## src/rtl/c880_test_sequencer.sv

```systemverilog
// c880_test_sequencer: LFSR-driven pattern sequencer that applies pseudo-random
// vectors to a suspect and a golden c880 netlist and scores their outputs.
//
// Ports
//   clk            : clock, all state updates on its rising edge
//   rst            : synchronous active-high reset
//   start          : single-cycle run request (honoured in IDLE only)
//   abort          : terminates a run in SEED/APPLY/CAPTURE
//   num_patterns   : number of patterns to apply, sampled on start
//   seed           : 60-bit LFSR seed, sampled on start (0 means all-ones)
//   dut_in         : 60-bit stimulus shared by suspect and golden netlists
//   dut_out        : 26-bit outputs of the suspect netlist
//   gold_out       : 26-bit outputs of the golden netlist
//   busy           : high whenever the sequencer is not in IDLE
//   done           : one-cycle pulse at run end
//   mismatch_cnt   : number of failing patterns (saturating)
//   first_fail_idx : index of the first failing pattern
//   first_fail_vld : first_fail_idx is valid
//   signature      : MISR of dut_out over all captures
//
// Optional feature: define SIG_COMPACT_EN to build the 26-bit output MISR;
// without it signature is tied to zero.

module c880_test_sequencer #(
    parameter int unsigned SETTLE_CYCLES = 2,
    parameter int unsigned CNT_W         = 16
) (
    input  logic             clk,
    input  logic             rst,
    input  logic             start,
    input  logic             abort,
    input  logic [CNT_W-1:0] num_patterns,
    input  logic [59:0]      seed,
    output logic [59:0]      dut_in,
    input  logic [25:0]      dut_out,
    input  logic [25:0]      gold_out,
    output logic             busy,
    output logic             done,
    output logic [CNT_W-1:0] mismatch_cnt,
    output logic [CNT_W-1:0] first_fail_idx,
    output logic             first_fail_vld,
    output logic [25:0]      signature
);

    localparam int unsigned IN_W  = 60;
    localparam int unsigned OUT_W = 26;
    localparam int unsigned SET_W = 4;

    localparam logic [2:0] S_IDLE    = 3'd0;
    localparam logic [2:0] S_SEED    = 3'd1;
    localparam logic [2:0] S_APPLY   = 3'd2;
    localparam logic [2:0] S_CAPTURE = 3'd3;
    localparam logic [2:0] S_DONE    = 3'd4;

    logic [2:0]       state;
    logic [2:0]       next_state;
    logic [IN_W-1:0]  lfsr;
    logic [CNT_W-1:0] idx;
    logic [CNT_W-1:0] num_r;
    logic [SET_W-1:0] settle_cnt;

    logic [IN_W-1:0]  lfsr_nxt_c;
    logic             fail_c;
    logic             last_c;
    logic             settle_end_c;

    assign lfsr_nxt_c   = {lfsr[IN_W-2:0], lfsr[IN_W-1] ^ lfsr[IN_W-2]};
    assign fail_c       = |(dut_out ^ gold_out);
    assign last_c       = (idx == num_r - CNT_W'(1));
    assign settle_end_c = (settle_cnt == SET_W'(SETTLE_CYCLES - 1));

    // Next-state logic
    always_comb begin
        next_state = state;
        case (state)
            S_IDLE:    if (start) next_state = S_SEED;
            S_SEED:    next_state = (abort || num_r == '0) ? S_DONE : S_APPLY;
            S_APPLY: begin
                if (abort)             next_state = S_DONE;
                else if (settle_end_c) next_state = S_CAPTURE;
            end
            S_CAPTURE: next_state = (abort || last_c) ? S_DONE : S_APPLY;
            S_DONE:    next_state = S_IDLE;
            default:   next_state = S_IDLE;
        endcase
    end

    // State register and datapath
    always_ff @(posedge clk) begin
        if (rst) begin
            state          <= S_IDLE;
            lfsr           <= '1;
            dut_in         <= '0;
            idx            <= '0;
            num_r          <= '0;
            settle_cnt     <= '0;
            busy           <= 1'b0;
            done           <= 1'b0;
            mismatch_cnt   <= '0;
            first_fail_idx <= '0;
            first_fail_vld <= 1'b0;
        end else begin
            state <= next_state;
            busy  <= (next_state != S_IDLE);
            done  <= (next_state == S_DONE);
            case (state)
                S_IDLE: begin
                    if (start) begin
                        // Seed and count are captured here; SEED applies them.
                        lfsr  <= (seed == '0) ? '1 : seed;
                        num_r <= num_patterns;
                    end
                end
                S_SEED: begin
                    idx            <= '0;
                    settle_cnt     <= '0;
                    mismatch_cnt   <= '0;
                    first_fail_idx <= '0;
                    first_fail_vld <= 1'b0;
                    if (next_state == S_APPLY) dut_in <= lfsr;
                end
                S_APPLY: begin
                    settle_cnt <= settle_cnt + SET_W'(1);
                end
                S_CAPTURE: begin
                    // Scored even when abort coincides with the capture.
                    if (fail_c) begin
                        if (mismatch_cnt != '1) mismatch_cnt <= mismatch_cnt + CNT_W'(1);
                        if (!first_fail_vld) begin
                            first_fail_idx <= idx;
                            first_fail_vld <= 1'b1;
                        end
                    end
                    if (next_state == S_APPLY) begin
                        lfsr       <= lfsr_nxt_c;
                        dut_in     <= lfsr_nxt_c;
                        idx        <= idx + CNT_W'(1);
                        settle_cnt <= '0;
                    end
                end
                default: ;
            endcase
        end
    end

`ifdef SIG_COMPACT_EN
    // Galois MISR, x^26 + x^6 + x^2 + x + 1, absorbing dut_out on each capture
    localparam logic [OUT_W-1:0] MISR_POLY = 26'h000_0047;

    always_ff @(posedge clk) begin
        if (rst) begin
            signature <= '0;
        end else if (state == S_SEED) begin
            signature <= '0;
        end else if (state == S_CAPTURE) begin
            signature <= {signature[OUT_W-2:0], 1'b0}
                       ^ (signature[OUT_W-1] ? MISR_POLY : '0)
                       ^ dut_out;
        end
    end
`else
    assign signature = '0;
`endif

endmodule
```

## config.mk

```make
export PLATFORM = sky130hd
export DESIGN_NAME = c880_test_sequencer
export DESIGN_NICKNAME = d
export VERILOG_FILES = /design/src/rtl/c880_test_sequencer.sv
export SDC_FILE = /design/constraint.sdc
export NUM_CORES = 1
export LEC_CHECK = 0
export BUFFER_PORTS_ARGS = -buffer_cell sky130_fd_sc_hd__buf_4
export CORE_ASPECT_RATIO = 1.4
export CORE_MARGIN = 5
export CORE_UTILIZATION = 54
export CTS_CLUSTER_DIAMETER = 60
export DETAILED_ROUTE_END_ITERATION = 8
export HOLD_SLACK_MARGIN = 0.12
export PLACE_DENSITY_LB_ADDON = 0.1
export SETUP_SLACK_MARGIN = 0.3
export SYNTH_ARGS = -nofsm -noshare
export SYNTH_HDL_FRONTEND = slang
export SYNTH_SLANG_ARGS = --single-unit
```

## constraint.sdc

```tcl
create_clock -name clk -period 3.4 [get_ports clk]
set_input_delay 0.34 -clock clk [delete_from_list [all_inputs] [get_ports clk]]
set_output_delay 0.34 -clock clk [all_outputs]
set_load 0.01 [all_outputs]
```

Word-level counts from Yosys, hierarchy flattened. Index checks and enable logic that the tools add are counted.

Add/sub/neg operators: 4. Equal/unequal tests: 14. Muxes and demuxes: 24. Bitwise gates (word level): 2. Reductions and logical operators: 18.

Operator list (number): 60-bit two-way mux (4); 60-bit one-hot mux with 2 select lines (2); 16-bit one-hot mux with 2 select lines (3); 16-bit two-way mux (5); 60-bit zero test (1); 16-bit by 1-bit adder with 16-bit output (second input constant) (2); 26-bit OR reduction (1); 26-bit XOR (1); 16-bit equality test (1); 16-bit zero test (1); 16-bit inequality test (second input constant) (1); 16-bit by 1-bit subtractor with 16-bit output (second input constant) (1); 3-bit two-way mux (5); 2-bit inequality test (second input constant) (6); 3-bit one-hot mux with 4 select lines (1); 4-bit one-hot mux with 3 select lines (1); 3-bit AND reduction (4); 3-bit by 2-bit equality test with 1-bit output (second input constant) (3); 2-bit AND reduction (4); 3-bit nonzero test (2); 4-bit by 1-bit adder with 4-bit output (second input constant) (1); 4-bit by 1-bit equality test with 1-bit output (second input constant) (1); 4-bit two-way mux (1); 2-bit nonzero test (2); 7 further kinds (8).

Register bits: 194. Bits of input ports: 132. Output and inout bits: 121. Logic and storage cells: 73.

Logic depth before layout (Yosys ltp). Gate-level depths: netlist of the first run.

Depth in word-level cells: 8. Mapped depth: 12.

Least setup slack after synthesis of the first run. Ideal clock, no wire load.

Kind: flip-flop to flip-flop. Start: reg num_r[0]. End: reg dut_in[11]. Setup time: 147 ps. Arrival: 2982 ps. Data required time: 3253 ps. Setup slack: 271 ps. Stages on the path, launching flop included: 13. Cells stage by stage: dfxtp_1 inv_1 ha_1 or4b_1 nor4b_4 a31oi_1 a221oi_2 nand4_2 a22o_1 buf_6 buf_2 nor2_1 a311oi_2.

Word-level cells in the longest chain between the ends: 8.

RTL lines: from (decl) (RTL line 59) `logic [CNT_W-1:0] num_r;`; from (signal assigned) (RTL line 111) `num_r <= num_patterns;`; 16-bit by 1-bit subtractor with 16-bit output (RTL line 69) `assign last_c = (idx == num_r - CNT_W'(1));`; 16-bit equality test (RTL line 69); 1-bit logical OR (RTL line 82) `S_CAPTURE: next_state = (abort || last_c) ? S_DONE : S_APPLY;`; 3-bit two-way mux (RTL line 82); 3-bit one-hot mux with 4 select lines (*) (RTL line 75) `case (state)`; 3-bit by 2-bit equality test with 1-bit output (*) (RTL line 120, 134); 2-bit inequality test (no line); 3-bit AND reduction (no line) (*); to (signal assigned) (RTL line 120) `if (next_state == S_APPLY) dut_in <= lfsr;`; to (signal assigned) (RTL line 136) `dut_in <= lfsr_nxt_c;`; to (decl) (RTL line 34) `output logic [59:0] dut_in,`.

Every way passes the cells marked *; elsewhere a longest branch is shown, timed or not. A chain may end at the register's enable or synchronous reset.

Worst setup path in the final report of the first run.
Start: reg num_r[1]. End: reg dut_in[47].

Same word-level chain as after synthesis.

==> results.md, run 1 <==
* Most common cell after layout, fill and taps aside: buf_4
* Top FF cell, synth: dfxtp_1
* CORE AREA at 18,600 sq um
* Vias in the first global route at ~9,000
* Register area share after synthesis at a little under two fifths
* Vias post-DR at approximately 9,700
* Sinks on Clock Net at ~190
* Bufs on Longest Clock Path at 2
* WL final at 29,700 um
* Netlist cell types at 59
* Post-Syn Area per Cell at around 8.6 sq um
* Fin crit period at approximately 3.1 ns
* Register bit total from synthesis at a little under 200
* Sw Ratio at between 20% and 30%
* P_int at just under 0.004 W
* Critical path type: reg2reg
* Slowest-stage cell, CP: or4b_4
* Setup tns final at 0 ns
* Fmax at roughly 0.33 GHz
* Final setup vio count at 0
* H-tree depth at 4
* DRT Pass-1 Iters at 5
* Maximum VDD drop at approximately 0.00037 V
* Largest net degree at the start of global routing at 65
* First-pass GRT wire length at 46,700 um
* Reg area at 3890 sq um
* P&R area growth vs syn at 25.2%
* I/O Pins at approximately 250
* WL/cell at 18.3 um
* Antenna viol nets, final at 0
* CTS buffer count at 17
* Final Power at 0.00557 W
* Yosys warnings at 0
* RSZ-0062 raised after global routing: yes
* Crit path max-delay family: simple AND/OR/NAND/NOR gates
* HP Class: in2reg
* Clock root buffer: clkbuf_16
* Fraction of registers with async set/reset at 0%
* CP required at between 3 and 4 ns
* Fin crit share at 90.2%
* CTS tree: built
* Multi-input gate area at ~5900 sq um
* Startpoint types: register
* Worst-Skew Late Latency at 0.43 ns
* Power Dens Cells at about 440 nW/um^2
* I/O Buffers at 226
* Nets at roughly 1,500
* Violation count after the first detailed-route iteration at 823
* Cell Rows at slightly below 60
* Horiz. Die Dim at about 130 um
* Worst path bufs/invs at 3
* Hold_buf cts at 0
* Maximum net fanout on the critical path at 46
* Setup Skew at between 0.01 and 0.015 ns
* Chip height at 173 um
* Share of cells above drive strength 1 at 29.2%
* Most frequent cells in the layout: buf_4 (244), dfxtp_1 (192), nand2_1 (189)
* Hold Violations, Final at 0
* Leakage at roughly 5.2 nW
* Fillcell total at approximately 1,600
* Global route overflow at 0
* Worst Max-Slew Pin Slew at around 0.95 ns
* Routability congestion estimate at between 0.8 and 0.9
* Via density at roughly 6.0
* Post-synth EDFFs at 0
* Starting Density at between 50% and 60%
* DRC errors left at 0
* Post-Syn Area at 10,200 sq um
* N_diodes at 0
* Number of max-cap violations at 0
* NetSw at between 0.0015 and 0.002 W
* Worst EP arrival at approximately 3.4 ns
* Power share of the clock group at roughly 36%
* Outcome: complete, no violations
* DP HPWL at between 20,000 and 25,000 um
* Max-slew violation count at 0
* Initial antenna violation count at 0
* Die area at 21,800 sq um
* Critical Path End Type: register
* Largest stage delay, worst path at 0.49 ns
* Clock-pin slew of the registers on the worst-case setup and hold paths at approximately 0.07 ns
* Comb pwr share at around a fifth
* Gate Count Post-Synth at 1,180
* CP Cell Sequence: inv_2, ha_4, or4b_4, nor4b_4, buf_4, xnor2_2, a221oi_2, nand4_2, a22o_4, buf_12, nor2_1, a311oi_2
* Reg power frac at between 40 and 50%
* Slew Limit Headroom at a little under two fifths
* Total track usage at roughly a quarter
-- power by group through the flow --
stage / registers, W / logic [W] / clock network [W]
6_report: 0.00253 / 0.00106 / 0.00198
5_1_grt: 0.00255 / 0.00115 / 0.00210
4_1_cts: 0.00252 / 0.00102 / 0.00200
3_5_place_dp: 0.00257 / 0.000995 / 0
3_3_place_gp: 0.00257 / 0.000976 / 0
2_1_floorplan: 0.00256 / 0.000668 / 0
-- per-layer routing --
metal | track usage [%] | vias up | routed length [um]
met5 | 0 | - | 0
met4 | 7.78 | 0 | 618
met3 | 3.67 | 47 | 1410
met2 | 45.4 | 320 | 15500
met1 | 32.3 | 4683 | 12100
li1 | - | 4636 | -
-- flip-flops by register name (all words and copies together) (netlist names), 3 cells and up --
register	flops
mismatch_cnt	16
num_r	16
dut_in	60
state	3
idx	16
first_fail_idx	16
settle_cnt	4
lfsr	60
-- worst min-delay path: cells and delay by family --
| kind | cells | cell delay [ns] |
|---|---|---|
| buffers and inverters | 1 | 0.11 |
| AO/OA/AOI/OAI | 1 | 0.05 |
| AND/OR/NAND/NOR | 1 | 0.04 |
-- final cells by class --
cell class              instances  share of cell area, %
well taps                     244                   2.39
clock inverters                14                   1.12
clock buffers                  18                   3.36
flip-flops and latches        194                   30.5
inverters                      12                  0.353
multi-input cells             883                   46.0
repair buffers                257                   16.3
-- worst paths after layout --
path                                    startpoint                  to  slack [ns]  depth (start not counted)
worst max register to register            num_r[1]          dut_in[47]        0.33                         12
worst min-delay path               num_patterns[3]            num_r[3]        0.15                          3
worst min register to register  first_fail_idx[14]  first_fail_idx[14]        0.45                          2
worst max-delay path                      num_r[1]          dut_in[47]        0.33                         12
-- cells in the mapped netlist, types with 14 or more instances --
library cell | number | area (sq um)
o22ai_1 | 60 | 375
a311oi_2 | 59 | 886
nand2_1 | 192 | 721
nor3_1 | 14 | 70.1
nor4_1 | 31 | 194
o21ai_0 | 14 | 70.1
mux2i_1 | 63 | 631
nor2_1 | 115 | 432
nand3_1 | 30 | 150
buf_4 | 28 | 210
dfxtp_1 | 194 | 3880
clkbuf_1 | 66 | 248
xor2_1 | 31 | 272
a21oi_1 | 48 | 240
a22oi_1 | 66 | 495
xnor2_1 | 30 | 263
-- cell families (layout without fill, tap and decap cells) --
kind of cell | after synthesis | in the layout | synth area share [%]
compound gates | 281 | 281 | 23.1
xor+xnor | 61 | 61 | 5.24
fa+ha+maj | 5 | 5 | 0.614
buf+inv | 128 | 301 | 6.77
flops | 194 | 194 | 38.1
mux | 63 | 63 | 6.19
other cells | 1 | 26 | 0.0368
simple gates | 447 | 447 | 20.0
-- through the flow --
step                worst slack [ns]  util [%]  hold WS [ns]  instance area (sq um)  instances
floorplan                      0.314         -         0.457                  10300       1205
global placement               0.215      63.9         0.440                  11900       1576
detailed placement             0.120      63.9         0.444                  11900       1576
CTS                            0.307      67.5         0.135                  12600       1612
global route                   0.181      68.6         0.139                  12800       1622
finish                         0.334      68.6         0.148                  12800       1622
-- what timing repair did --
| action | CTS | global route |
|---|---|---|
| gates resized for setup | 11 | 36 |
| endpoints found under the setup margin | 131 | 133 |
| buffers inserted | 3 | 7 |
| cloned | 1 | 3 |
| hold endpoints to repair | 0 | 0 |
| pin swaps | 4 | 6 |
(Power assumes the default switching activity.)
==> run 2: changes to the inputs <==
--- a/config.mk
+++ b/config.mk
@@ -5,10 +5,11 @@
 export SDC_FILE = /design/constraint.sdc
 export NUM_CORES = 1
 export LEC_CHECK = 0
+export ABC_CLOCK_PERIOD_IN_PS = 3400
 export BUFFER_PORTS_ARGS = -buffer_cell sky130_fd_sc_hd__buf_4
 export CORE_ASPECT_RATIO = 1.4
 export CORE_MARGIN = 5
-export CORE_UTILIZATION = 54
+export CORE_UTILIZATION = 39
 export CTS_CLUSTER_DIAMETER = 60
 export DETAILED_ROUTE_END_ITERATION = 8
 export HOLD_SLACK_MARGIN = 0.12
==> run 2 against run 1 <==
  * Clock-buffer cell count up 3
  * Sequential share of layout area down 1.2 points
  * Die area up 36%
  * Register-to-register slack better by 0.03 ns
  * Final cell count up 5.7%
  * Global-route usage down 5.2 points
  * Design area up 4.2%
  * Combinational power up 7%
  * Highest routed layer unchanged
==> results.md, run 2 (synthesis results as in run 1) <==
* Nets at 1,517
* Final core occ at between 50% and 60%
* Slew Limit Headroom at a little under half
* CP required at about 3.7 ns
* H-tree depth at 4
* Final setup vio count at 0
* First-pass GRT wire length at about 50,000 um
* Largest net degree at the start of global routing at between 70 and 80
* Chip height at roughly 200 um
* Final cell count without fillers at 1,715
* Fillcell total at about 2,500
* N_diodes at 0
* Startpoint types: register
* Worst hold stages at 3
* WL/cell at ~20 um
* Fin crit period at a little over 3 ns
* Worst Max-Slew Pin Slew at 0.813 ns
* Bufs on Longest Clock Path at 2
* DRC errors left at 0
* Top Usage Layer GRT: met2
* CTS buffer count at 17
* Cell Rows at 70
* CTS tree: built
* Outcome: complete, no violations
* Leakage at 5.39 nW
* Total track usage at a little over 20%
* Antenna viol nets, final at 0
* Largest registers: dut_in (60), lfsr (60)
* Global route overflow at 0
* Most frequent cells in the layout: buf_4 (245), dfxtp_1 (192), nand2_1 (189)
* Fin crit share at between 80% and 90%
* Hold_sp: num_patterns[13]
* RSZ-0062 raised after global routing: yes
* GRT met2 Usage at approximately 38%
* DRT Pass-1 Iters at 5
* HP Class: in2reg
* Critical path type: reg2reg
* P&R area growth vs syn at 30.5%
* Clock-pin slew of the registers on the worst-case setup and hold paths at roughly 0.070 ns
* CORE AREA at between 20,000 and 30,000 sq um
* GR met1 Demand/Resource at 23.9%
* R2R Path End: dut_in[25]
* WL final at between 30,000 and 40,000 um
* Via density at ~5.6
* Hold Path Sink: num_r[13]
* Share of cells above drive strength 1 at 31.1%
* Reg2Reg Depth at 11
* Final Power at slightly below 0.006 W
* I/O Pins at between 200 and 300
* Setup Skew at about 0.015 ns
* Max-slew violation count at 0
* Sinks on Clock Net at between 150 and 200
* Clock root buffer: clkbuf_16
* Violation count after the first detailed-route iteration at 482
* Maximum VDD drop at about 0.00034 V
* Final worst slack at 0.365 ns
* Horiz. Die Dim at 147 um
* I/O Buffers at roughly 230
* Power Dens Cells at around 440 nW/um^2
* DP HPWL at 22,400 um
* Critical Path End Type: register
* FF-to-FF Start: num_r[1]
* Hold_buf cts at 0
* Most common cell after layout, fill and taps aside: buf_4
* Worst EP arrival at 3.37 ns
* Setup tns final at 0 ns
* Worst-Skew Late Latency at about 0.43 ns
* Maximum net fanout on the critical path at 6
* Reg2Reg Setup Slack at 0.36 ns
* Number of max-cap violations at 0
* Cells after DPL at 1,663
* Fmax at 0.329 GHz
* Starting Density at about 39%
* Vias in the first global route at between 9,000 and 10,000
* Setup crit start: num_r[1]
* Hold Violations, Final at 0
* Routability congestion estimate at roughly 0.83
* Initial antenna violation count at 0
* DP Worst Slack at between 0.1 and 0.15 ns
* Die area at 29,500 sq um
* GR Util met3 at 3.27%
* Vias post-DR at 9,570
[run 2: changes by cell type in the layout (fill, tap and decap cells not counted), moves of 2 or more]
cell / change
clkbuf_1: +2
inv_6: -4
nor2_2: +2
clkbuf_16: +7
nand2_8: +2
nor2_1: -17
bufinv_16: +3
nor2_4: +15
clkinv_4: -3
inv_8: -2
buf_6: +5
[run 2: cell type report]
type / instances / area (sq um) / area share (%)
flip-flops and latches: 194 / 3890 / 29.2
repair buffers: 271 / 2340 / 17.6
clock buffers: 21 / 450 / 3.39
inverters: 12 / 47.5 / 0.357
clock inverters: 9 / 156 / 1.18
multi-input cells: 884 / 6010 / 45.2
well taps: 324 / 405 / 3.05
[run 2: worst max-delay path, stage by stage (launching register included)]
cell	delay, ns
dfxtp_4	0.37
inv_4	0.06
ha_4	0.12
or4b_4	0.48
nor4b_4	0.33
a31oi_1	0.15
a221oi_2	0.32
nand4_2	0.21
a22o_4	0.34
buf_12	0.15
buf_16	0.14
a311oi_2	0.27
[run 2: power by group]
group / switching [W] / total (W) / internal, W / leakage [nW]
Sequential: 0.000143 / 0.00254 / 0.00239 / 1.58
Combinational: 0.000594 / 0.00113 / 0.000539 / 3.52
Clock: 0.000893 / 0.00214 / 0.00125 / 0.286
Total: 0.00163 / 0.00581 / 0.00418 / 5.39
[run 2: routing by layer]
layer / vias up / wire length [um]
li1: 4664 / -
met1: 4639 / 13700
met2: 229 / 18000
met3: 38 / 1130
met4: 0 / 800
met5: - / 0
[run 2: worst max path at each step]
stage	to	slack, ns	cells past startpoint
6_report	dut_in[25]	0.36	11
3_3_place_gp	dut_in[0]	0.24	11
4_1_cts	dut_in[41]	0.25	12
5_1_grt	dut_in[25]	0.26	11
2_1_floorplan	dut_in[11]	0.31	12
3_5_place_dp	dut_in[14]	0.14	11
[run 2: repair_timing]
action                                  CTS  global route
setup buffers                             5             2
gates resized for setup                  10            76
cloned                                    1            14
endpoints found under the setup margin  113           131
pin swaps                                 2            12
[run 2: through the flow]
stage               hold WS (ns)  cell area, sq um
CTS                        0.132             12700
floorplan                  0.457             10300
global route               0.132             13300
detailed placement         0.453             12000
global placement           0.442             12000
finish                     0.150             13300
